**src/rtl/sar_pkg.sv**
```systemverilog
// Shared definitions for the SAR conversion controller and its host-side result reader.
package sar_pkg;

  localparam int unsigned SAR_DATA_W      = 10;
  localparam int unsigned SAR_TIMEOUT_DEF = 31;

  typedef enum logic [1:0] {
    ST_IDLE  = 2'd0,
    ST_START = 2'd1,
    ST_WAIT  = 2'd2
  } sar_state_e;

endpackage

```
**src/rtl/sar_result_fifo.sv**
```systemverilog
// First-word-fall-through result buffer; a push into a full FIFO is accepted only
// when a pop happens in the same cycle.
module sar_result_fifo #(
  parameter int unsigned DATA_W     = 10,
  parameter int unsigned FIFO_DEPTH = 4
) (
  input  logic              clk,
  input  logic              rst_n,
  input  logic              push_i,
  input  logic [DATA_W-1:0] data_i,
  input  logic              pop_i,
  output logic [DATA_W-1:0] head_o,
  output logic              valid_o,
  output logic              accept_c_o
);

  localparam int unsigned PTR_W = (FIFO_DEPTH > 1) ? $clog2(FIFO_DEPTH) : 1;
  localparam int unsigned CNT_W = $clog2(FIFO_DEPTH + 1);

  logic [DATA_W-1:0] mem_q [FIFO_DEPTH];
  logic [PTR_W-1:0]  wr_ptr_q, wr_ptr_d;
  logic [PTR_W-1:0]  rd_ptr_q, rd_ptr_d;
  logic [CNT_W-1:0]  count_q, count_d;
  logic [DATA_W-1:0] head_q, head_d;
  logic              valid_q;
  logic              full_c, pop_ok_c, push_ok_c;

  always_comb begin
    full_c    = (count_q == CNT_W'(FIFO_DEPTH));
    pop_ok_c  = pop_i & (count_q != '0);
    push_ok_c = push_i & (~full_c | pop_ok_c);
    wr_ptr_d  = push_ok_c ? wr_ptr_q + PTR_W'(1) : wr_ptr_q;
    rd_ptr_d  = pop_ok_c ? rd_ptr_q + PTR_W'(1) : rd_ptr_q;
    count_d   = count_q + CNT_W'(push_ok_c) - CNT_W'(pop_ok_c);
    // Next head comes straight from data_i when it lands in the slot becoming the head.
    head_d    = head_q;
    if (count_d != '0) begin
      if (push_ok_c && (wr_ptr_q == rd_ptr_d)) begin
        head_d = data_i;
      end else begin
        head_d = mem_q[rd_ptr_d];
      end
    end
  end

  always_ff @(posedge clk) begin
    if (push_ok_c) begin
      mem_q[wr_ptr_q] <= data_i;
    end
  end

  always_ff @(posedge clk or negedge rst_n) begin
    if (!rst_n) begin
      wr_ptr_q <= '0;
      rd_ptr_q <= '0;
      count_q  <= '0;
      head_q   <= '0;
      valid_q  <= 1'b0;
    end else begin
      wr_ptr_q <= wr_ptr_d;
      rd_ptr_q <= rd_ptr_d;
      count_q  <= count_d;
      head_q   <= head_d;
      valid_q  <= (count_d != '0);
    end
  end

  assign head_o     = head_q;
  assign valid_o    = valid_q;
  assign accept_c_o = push_ok_c;

endmodule

```
**src/rtl/sar_result_reader.sv**
```systemverilog
// Host-side SAR reader: triggers conversions, waits for eoc with a timeout and
// buffers results on a valid/ready stream with sticky overflow/timeout flags.
module sar_result_reader
  import sar_pkg::*;
#(
  parameter int unsigned DATA_W     = SAR_DATA_W,
  parameter int unsigned FIFO_DEPTH = 4,
  parameter int unsigned TIMEOUT    = SAR_TIMEOUT_DEF,
  parameter int unsigned RATE_W     = 8
) (
  input  logic              clk,
  input  logic              rst_n,
  input  logic              enable,
  input  logic [RATE_W-1:0] rate,
  input  logic              single,
  output logic              cnvst,
  input  logic [DATA_W-1:0] sar_in,
  input  logic              eoc_in,
  output logic [DATA_W-1:0] m_data,
  output logic              m_valid,
  input  logic              m_ready,
  output logic              busy,
  output logic              overflow,
  output logic              timeout,
  input  logic              clr_flags,
  output logic [15:0]       conv_count
);

  localparam int unsigned TMO_W = $clog2(TIMEOUT + 1);

  sar_state_e        state_q, state_d;
  logic              pending_q, pending_d;
  logic [RATE_W-1:0] per_cnt_q, per_cnt_d;
  logic [TMO_W-1:0]  tmo_cnt_q, tmo_cnt_d;
  logic              cnvst_q, busy_q, ovf_q, tmo_q;
  logic [15:0]       count_q;
  logic              trig_c, push_c, tmo_hit_c, pop_c, accept_c;

  always_comb begin
    state_d   = state_q;
    pending_d = pending_q;
    per_cnt_d = '0;
    tmo_cnt_d = tmo_cnt_q;
    trig_c    = 1'b0;
    push_c    = 1'b0;
    tmo_hit_c = 1'b0;

    if (enable) begin
      if (per_cnt_q == '0) begin
        per_cnt_d = rate;
        trig_c    = 1'b1;
      end else begin
        per_cnt_d = per_cnt_q - RATE_W'(1);
      end
    end
    if (single || trig_c) begin
      pending_d = 1'b1;
    end

    // Consuming pending in IDLE wins over a coincident trigger (one-deep request).
    case (state_q)
      ST_IDLE: begin
        if (pending_q) begin
          state_d   = ST_START;
          pending_d = 1'b0;
        end
      end
      ST_START: begin
        tmo_cnt_d = '0;
        state_d   = ST_WAIT;
      end
      ST_WAIT: begin
        if (eoc_in) begin
          push_c  = 1'b1;
          state_d = ST_IDLE;
        end else begin
          tmo_cnt_d = tmo_cnt_q + TMO_W'(1);
          if (tmo_cnt_d == TMO_W'(TIMEOUT)) begin
            tmo_hit_c = 1'b1;
            state_d   = ST_IDLE;
          end
        end
      end
      default: state_d = ST_IDLE;
    endcase
  end

  assign pop_c = m_valid & m_ready;

  sar_result_fifo #(
    .DATA_W    (DATA_W),
    .FIFO_DEPTH(FIFO_DEPTH)
  ) u_fifo (
    .clk       (clk),
    .rst_n     (rst_n),
    .push_i    (push_c),
    .data_i    (sar_in),
    .pop_i     (pop_c),
    .head_o    (m_data),
    .valid_o   (m_valid),
    .accept_c_o(accept_c)
  );

  always_ff @(posedge clk or negedge rst_n) begin
    if (!rst_n) begin
      state_q   <= ST_IDLE;
      pending_q <= 1'b0;
      per_cnt_q <= '0;
      tmo_cnt_q <= '0;
      cnvst_q   <= 1'b0;
      busy_q    <= 1'b0;
      ovf_q     <= 1'b0;
      tmo_q     <= 1'b0;
      count_q   <= '0;
    end else begin
      state_q   <= state_d;
      pending_q <= pending_d;
      per_cnt_q <= per_cnt_d;
      tmo_cnt_q <= tmo_cnt_d;
      cnvst_q   <= (state_d == ST_START);
      busy_q    <= (state_d != ST_IDLE);
      if (push_c && !accept_c) begin
        ovf_q <= 1'b1;
      end else if (clr_flags) begin
        ovf_q <= 1'b0;
      end
      if (tmo_hit_c) begin
        tmo_q <= 1'b1;
      end else if (clr_flags) begin
        tmo_q <= 1'b0;
      end
      if (accept_c) begin
        count_q <= count_q + 16'd1;
      end
    end
  end

  assign cnvst      = cnvst_q;
  assign busy       = busy_q;
  assign overflow   = ovf_q;
  assign timeout    = tmo_q;
  assign conv_count = count_q;

endmodule

```
**config.mk**
```make
export PLATFORM = sky130hd
export DESIGN_NAME = sar_result_reader
export DESIGN_NICKNAME = d
export VERILOG_FILES = /design/src/rtl/sar_pkg.sv /design/src/rtl/sar_result_fifo.sv /design/src/rtl/sar_result_reader.sv
export SDC_FILE = /design/constraint.sdc
export NUM_CORES = 1
export LEC_CHECK = 0
export CORE_ASPECT_RATIO = 2
export CORE_MARGIN = 5
export CORE_UTILIZATION = 59
export DETAILED_ROUTE_END_ITERATION = 7
export GPL_TIMING_DRIVEN = 0
export PLACE_DENSITY = 0.85
export SKIP_LAST_GASP = 1
export SLEW_MARGIN = 10
export SYNTH_ARGS = -nofsm -noshare
export SYNTH_HDL_FRONTEND = slang
export SYNTH_SLANG_ARGS = --single-unit
```
**constraint.sdc**
```tcl
create_clock -name clk -period 9.26 [get_ports clk]
set_clock_uncertainty 0.1 [all_clocks]
set_input_delay 1.389 -clock clk [delete_from_list [all_inputs] [get_ports clk]]
set_output_delay 1.389 -clock clk [all_outputs]
set_load 0.02 [all_outputs]
```
**Word-level counts from Yosys, hierarchy flattened**

Memory sizes are Yosys's and may differ from the RTL's. A register that Yosys moved wholly into a read port is not among the register bits.
Cells that the tools add are included.

- Register bits after elaboration: 44
- RAM bits: 40
- Input port bits: 25
- Output and inout port bits: 31
- Logic and storage cells: 69
- Memories: 1

- Add/subtract/negate cells: 7
- Equality and inequality tests: 6
- Muxes and demuxes: 24
- Bitwise logic cells: 5
- Reduce and logical (&&, ||, !) cells: 13

Memories:

| name | depth | width | rd ports | clocked after Yosys merged registers in | wr ports | line | text |
|---|---|---|---|---|---|---|---|
| u_fifo.mem_q | 4 | 10 | 1 | 1 | 1 | sar_result_fifo.sv:20 | `logic [DATA_W-1:0] mem_q [FIFO_DEPTH];` |

Operators with widths:

| cell | count |
|---|---|
| 16-bit by 1-bit adder with 16-bit output (second input constant) | 1 |
| 8-bit 2-to-1 mux | 2 |
| 1-bit 2-to-1 mux | 15 |
| 5-bit case mux with 2 select lines | 1 |
| 8-bit zero test | 1 |
| 2-bit 2-to-1 mux | 4 |
| 2-bit nonzero test | 4 |
| 8-bit by 1-bit subtractor with 8-bit output (second input constant) | 1 |
| 2-bit case mux with 3 select lines | 1 |
| 3-bit nonzero test | 2 |
| 5-bit by 1-bit adder with 5-bit output (second input constant) | 1 |
| 5-bit == test (second input constant) | 1 |
| 5-bit 2-to-1 mux | 1 |
| 2-bit by 1-bit adder with 2-bit output (second input constant) | 2 |
| 2-bit by 1-bit == test with 1-bit output (second input constant) | 2 |
| 3-bit by 1-bit adder with 3-bit output | 1 |
| 1-bit AND | 3 |
| 3-bit == test (second input constant) | 1 |
| 3-bit by 1-bit subtractor with 3-bit output | 1 |
| 2-bit == test (second input constant) | 1 |
| 1-bit zero test | 2 |
| 2-bit zero test | 1 |
| 2-bit != test (second input constant) | 1 |
| 2-bit AND reduction | 1 |
| other kinds (4) | 4 |

**Logic depth before layout (Yosys ltp)**

- Depth after elaboration: 7
- Gate-level depth with buffers: 14
- Depth with buffers taken out: 12

**By module**

From an unflattened synthesis, not the netlist that was laid out.

- Cell total of the unflattened synthesis: 401
- Area, all modules: 4550.6 um2

By module, submodules not included:

| module | times used | cells each | area each (um2) | sequential area each (um2) |
|---|---|---|---|---|
| sar_result_fifo | 1 | 236 | 2812.7 | 1651.6 |
| sar_result_reader | 1 | 165 | 1737.9 | 900.9 |

**Worst setup path after synthesis**

Ideal clock, no wire load.

- Path kind: in2reg
- From: input port eoc_in
- To: register u_fifo.head_q[1], in the netlist u_fifo.head_o[1], read port of u_fifo.mem_q
- Setup time: 0.126 ns
- Arrival time: 3.727 ns
- Required time: 9.034 ns
- Slack: 5.307 ns
- Cell stages on the path: 13
- Path buffers: 2
- Cells stage by stage: nand3b_1 a31o_2 inv_1 clkbuf_1 ha_1 inv_1 fa_1 xnor2_1 xnor2_1 or3_1 clkbuf_1 o21ai_0 o32a_1

- Word-level cells in the longest chain between the ends: 6

RTL lines:

| element | line | text |
|---|---|---|
| from (decl) | sar_result_reader.sv:18 | `input logic eoc_in,` |
| 1-bit 2-to-1 mux | sar_result_reader.sv:73 | `if (eoc_in) begin` |
| 1-bit 2-to-1 mux | sar_result_reader.sv:61 | `case (state_q)` |
| 1-bit AND | sar_result_fifo.sv:31 | `push_ok_c = push_i & (~full_c \| pop_ok_c);` |
| net accept_c | sar_result_reader.sv:37 | `logic trig_c, push_c, tmo_hit_c, pop_c, accept_c;` |
| 3-bit by 1-bit adder with 3-bit output | sar_result_fifo.sv:34 | `count_d = count_q + CNT_W'(push_ok_c) - CNT_W'(pop_ok_c);` |
| 3-bit by 1-bit subtractor with 3-bit output | sar_result_fifo.sv:34 |  |
| net u_fifo.count_d[2] | sar_result_fifo.sv:23 | `logic [CNT_W-1:0] count_q, count_d;` |
| 3-bit nonzero test | sar_result_fifo.sv:37 | `if (count_d != '0) begin` |
| to (decl) | sar_result_fifo.sv:24 | `logic [DATA_W-1:0] head_q, head_d;` |

The timed path passes the listed nets, and every way through them passes these cells.
A chain may end at the register's enable or synchronous reset.

**Worst setup path in the final report**

- From: input port eoc_in
- To: register u_fifo.head_q[2], in the netlist u_fifo.head_o[2], read port of u_fifo.mem_q

Same word-level chain as after synthesis.

==> results.md <==
* Worst R2R Start: state_q[0]
* Fin crit share at 52.80%
* FILL cells at 450
* GRT Total Usage at 20.78%
* Critical Path Sink Type: register
* Layout cells sized above 1 at 6.549%
* Syn_area_per_cell at 12.91 µm²
* CP Cell Sequence: clkdlybuf4s50_1 > nand3b_1 > a31o_2 > inv_1 > clkbuf_1 > ha_1 > inv_1 > fa_1 > xnor2_1 > xnor2_1 > or3_1 > clkbuf_1 > o21ai_0 > o32a_1
* Fin area at 5152 µm²
* Post-Syn Area at 4210 µm²
* Synth top area share at 32.10%
* Core Region at 6940 µm²
* Status: complete, no violations
* Total of max-cap violations at 0
* Syn nets at 363
* Hold WS at 374.2 ps
* CP top delay family: buffers and inverters
* CTS Hold Bufs at 0
* Worst Hold Class: register to register
* Starting Density at 60.66%
* Worst Path Buf+Inv at 5
* Post-synth top area cell: dfrtp_1
* Met1 Usage GRT at 21.31%
* Num CTS Buffers at 9
* Routed wire length at 8755 µm
* LEAKAGE at 0.002200 µW
* H-Tree Depth at 3
* HP Start: conv_count[15]
* I/O pins at 56
* WL/cell at 17.98 µm
* Crit path DAT at 5010 ps
* Buffers added on ports at 54
* ANT nets after route at 0
* Ranking of synthesized cells by area: dfrtp_1 (32%), edfxtp_1 (29%), xnor2_1 (4.8%), mux2i_1 (4.8%), ha_1 (3.3%)
* Post-CTS sizing at 0
* Root buf cell: clkbuf_16
* # setup viols final at 0
* Max stage delay cell, worst path: clkdlybuf4s50_1
* Final core area utilization at 74.24%
* CTS tree: yes
* Post-synth EDFFs at 40
* Slowest stage delay, CP at 560 ps
* Reg2reg end: u_fifo.head_o[2]
* Global-route wire length before repair at 14,390 µm
* DRT iter0 DRCs at 166
* Max Slew Vio Count at 0
* Fmax at 0.2045 GHz
* Endpoints failing hold at 0
* Setup TNS at 0 ps
* CTS Buffer Depth at 2
* Row count at 43
* Drt drc at 0
* Synth cell count leaders: dfrtp_1 (54), edfxtp_1 (40), nand2_1 (25)
* Gr busiest metal: met2
* Slew margin rel. at 40.09%
* Vias in the first global route at 3,025
* Startpoint types: input pin
* RSZ-0062 raised after global routing: no
* Pwr Density at 326.8 nW/µm²
* R2R Setup Slk at 5390 ps
* Vias/cell at 5.717
* Number of diodes at 0
* Placed instance area at 4878 µm²
* Measured slew at the worst slew-check pin at 892.2 ps
* Met2 global-route usage at 39.75%
* Post-DP HPWL at 6091 µm
* Data required, critical path at 9380 ps
* Latest clock arrival within the worst-skew pair at 340 ps
* Vias at 2,784
* WHS Path Cells at 1
* Die area at 9028 µm²
* Count leader, synth: dfrtp_1
* Primary flip-flop cell chosen by synthesis mapping: dfrtp_1
* Die height at 129.5 µm
* YS warnings at 0
* Min Tclk post-route at 4889 ps
* Layout area overhead at 22.38%
* Worst-path fanout max at 10
* Drt first pass iters at 5
* Yosys reg bits at 94
* Initial antenna violation count at 0
* Netlist cell types at 44
* Critical path class: input pin to register
* Clk sinks at 94
* Die span in x at 69.74 µm
* Layout net count at 429
* GRT overflow at 0
* Ys async rst share at 57.45%
* Mapped Cells at 326
* GR Layer Usage met3 at 4.270%
* Post CTS Setup Buffer Count at 0
* Register area share after synthesis at 60.62%
* Worst-path clk slew at 60 ps
* Endpoint, Worst Hold: conv_count[15]
* IR drop worst, VDD at 200.7 µV
* Largest net degree at the start of global routing at 37
* R2R cell count at 14
* Routability congestion estimate at 0.8295
## how the worst max path moves through the flow
stage                       endpoint  cells after the start  slack [ps]    from
finish              u_fifo.head_o[2]                     14        4370  eoc_in
detailed placement  u_fifo.head_o[2]                     14        4090  eoc_in
floorplan           u_fifo.head_o[1]                     13        5310  eoc_in
CTS                 u_fifo.head_o[2]                     14        4380  eoc_in
global route        u_fifo.head_o[9]                     14        4230  eoc_in
global placement    u_fifo.head_o[3]                     14        4240  eoc_in
## layout by cell type, fill, tap and decap left out, types with 11 or more instances in the layout
cell type and count:
xnor2_1 23, o21ai_0 15, and3_1 15, dfrtp_1 54, ha_1 11, inv_1 16
nand2_1 25, clkbuf_1 11, edfxtp_1 40, mux2i_1 20, clkdlybuf4s50_1 53, nor2_1 19
## flip-flops by register name (all words and copies together), names as in the netlist
| name | count |
|---|---|
| timeout | 1 |
| state_q | 2 |
| u_fifo.head_o | 10 |
| conv_count | 16 |
| u_fifo.mem_q | 40 |
| u_fifo.count_q | 3 |
| pending_q | 1 |
| cnvst | 1 |
| overflow | 1 |
| per_cnt_q | 8 |
| u_fifo.valid_o | 1 |
| tmo_cnt_q | 5 |
| busy | 1 |
| u_fifo.wr_ptr_q | 2 |
| u_fifo.rd_ptr_q | 2 |
## worst register-to-register path: stages (launching register included)
cell	delay, ps
dfrtp_1	350
buf_2	170
nand3b_1	200
a31o_2	300
inv_1	140
clkbuf_1	380
ha_1	220
inv_1	50
fa_1	370
xnor2_1	200
xnor2_1	170
or3_1	180
clkbuf_1	360
o21ai_0	230
o32a_1	320
## per-layer routing
metal  wire length [µm]  vias up
li1                   -     1306
met1               3115     1387
met2               5090       75
met3                357       16
met4                192        0
met5                  0        -
## metrics by stage
step | setup WS [ps] | power [µW] | cells
4_1_cts | 4378 | 1696 | 487
3_5_place_dp | 4094 | 1349 | 471
2_1_floorplan | 5307 | 1112 | 326
5_1_grt | 4234 | 1782 | 487
3_3_place_gp | 4242 | 1313 | 470
6_report | 4371 | 1684 | 487
## area by class of cell
class | instances | area (µm²) | area share (%)
well taps | 90 | 112.6 | 2.186
clock buffers | 15 | 269.0 | 5.221
clock inverters | 1 | 5.005 | 0.09713
plain buffers | 10 | 55.05 | 1.068
repair buffers | 55 | 555.5 | 10.78
flip-flops and latches | 94 | 2552 | 49.54
multi-input cells | 205 | 1539 | 29.87
inverters | 17 | 63.81 | 1.238
## report_power, final
| group | switching [µW] | leakage [µW] | internal [µW] |
|---|---|---|---|
| clock network | 141 | 0.000133 | 198 |
| registers | 79.7 | 0.00105 | 533 |
| logic | 397 | 0.00102 | 336 |
| total | 617 | 0.00220 | 1070 |
## logic make-up after synthesis
kind of cell               count (synthesis)  share of synthesized area [%]
AOI/OAI and AO/OA                         49                          10.10
xor gates and xnor gates                  32                          6.657
adders and majority gates                 12                          3.744
buffers and inverters                     27                          2.823
DFF                                       94                          60.62
muxes                                     21                          5.022
and+or+nand+nor                           91                          11.03
No activity file was read; power rests on OpenSTA's default activity.
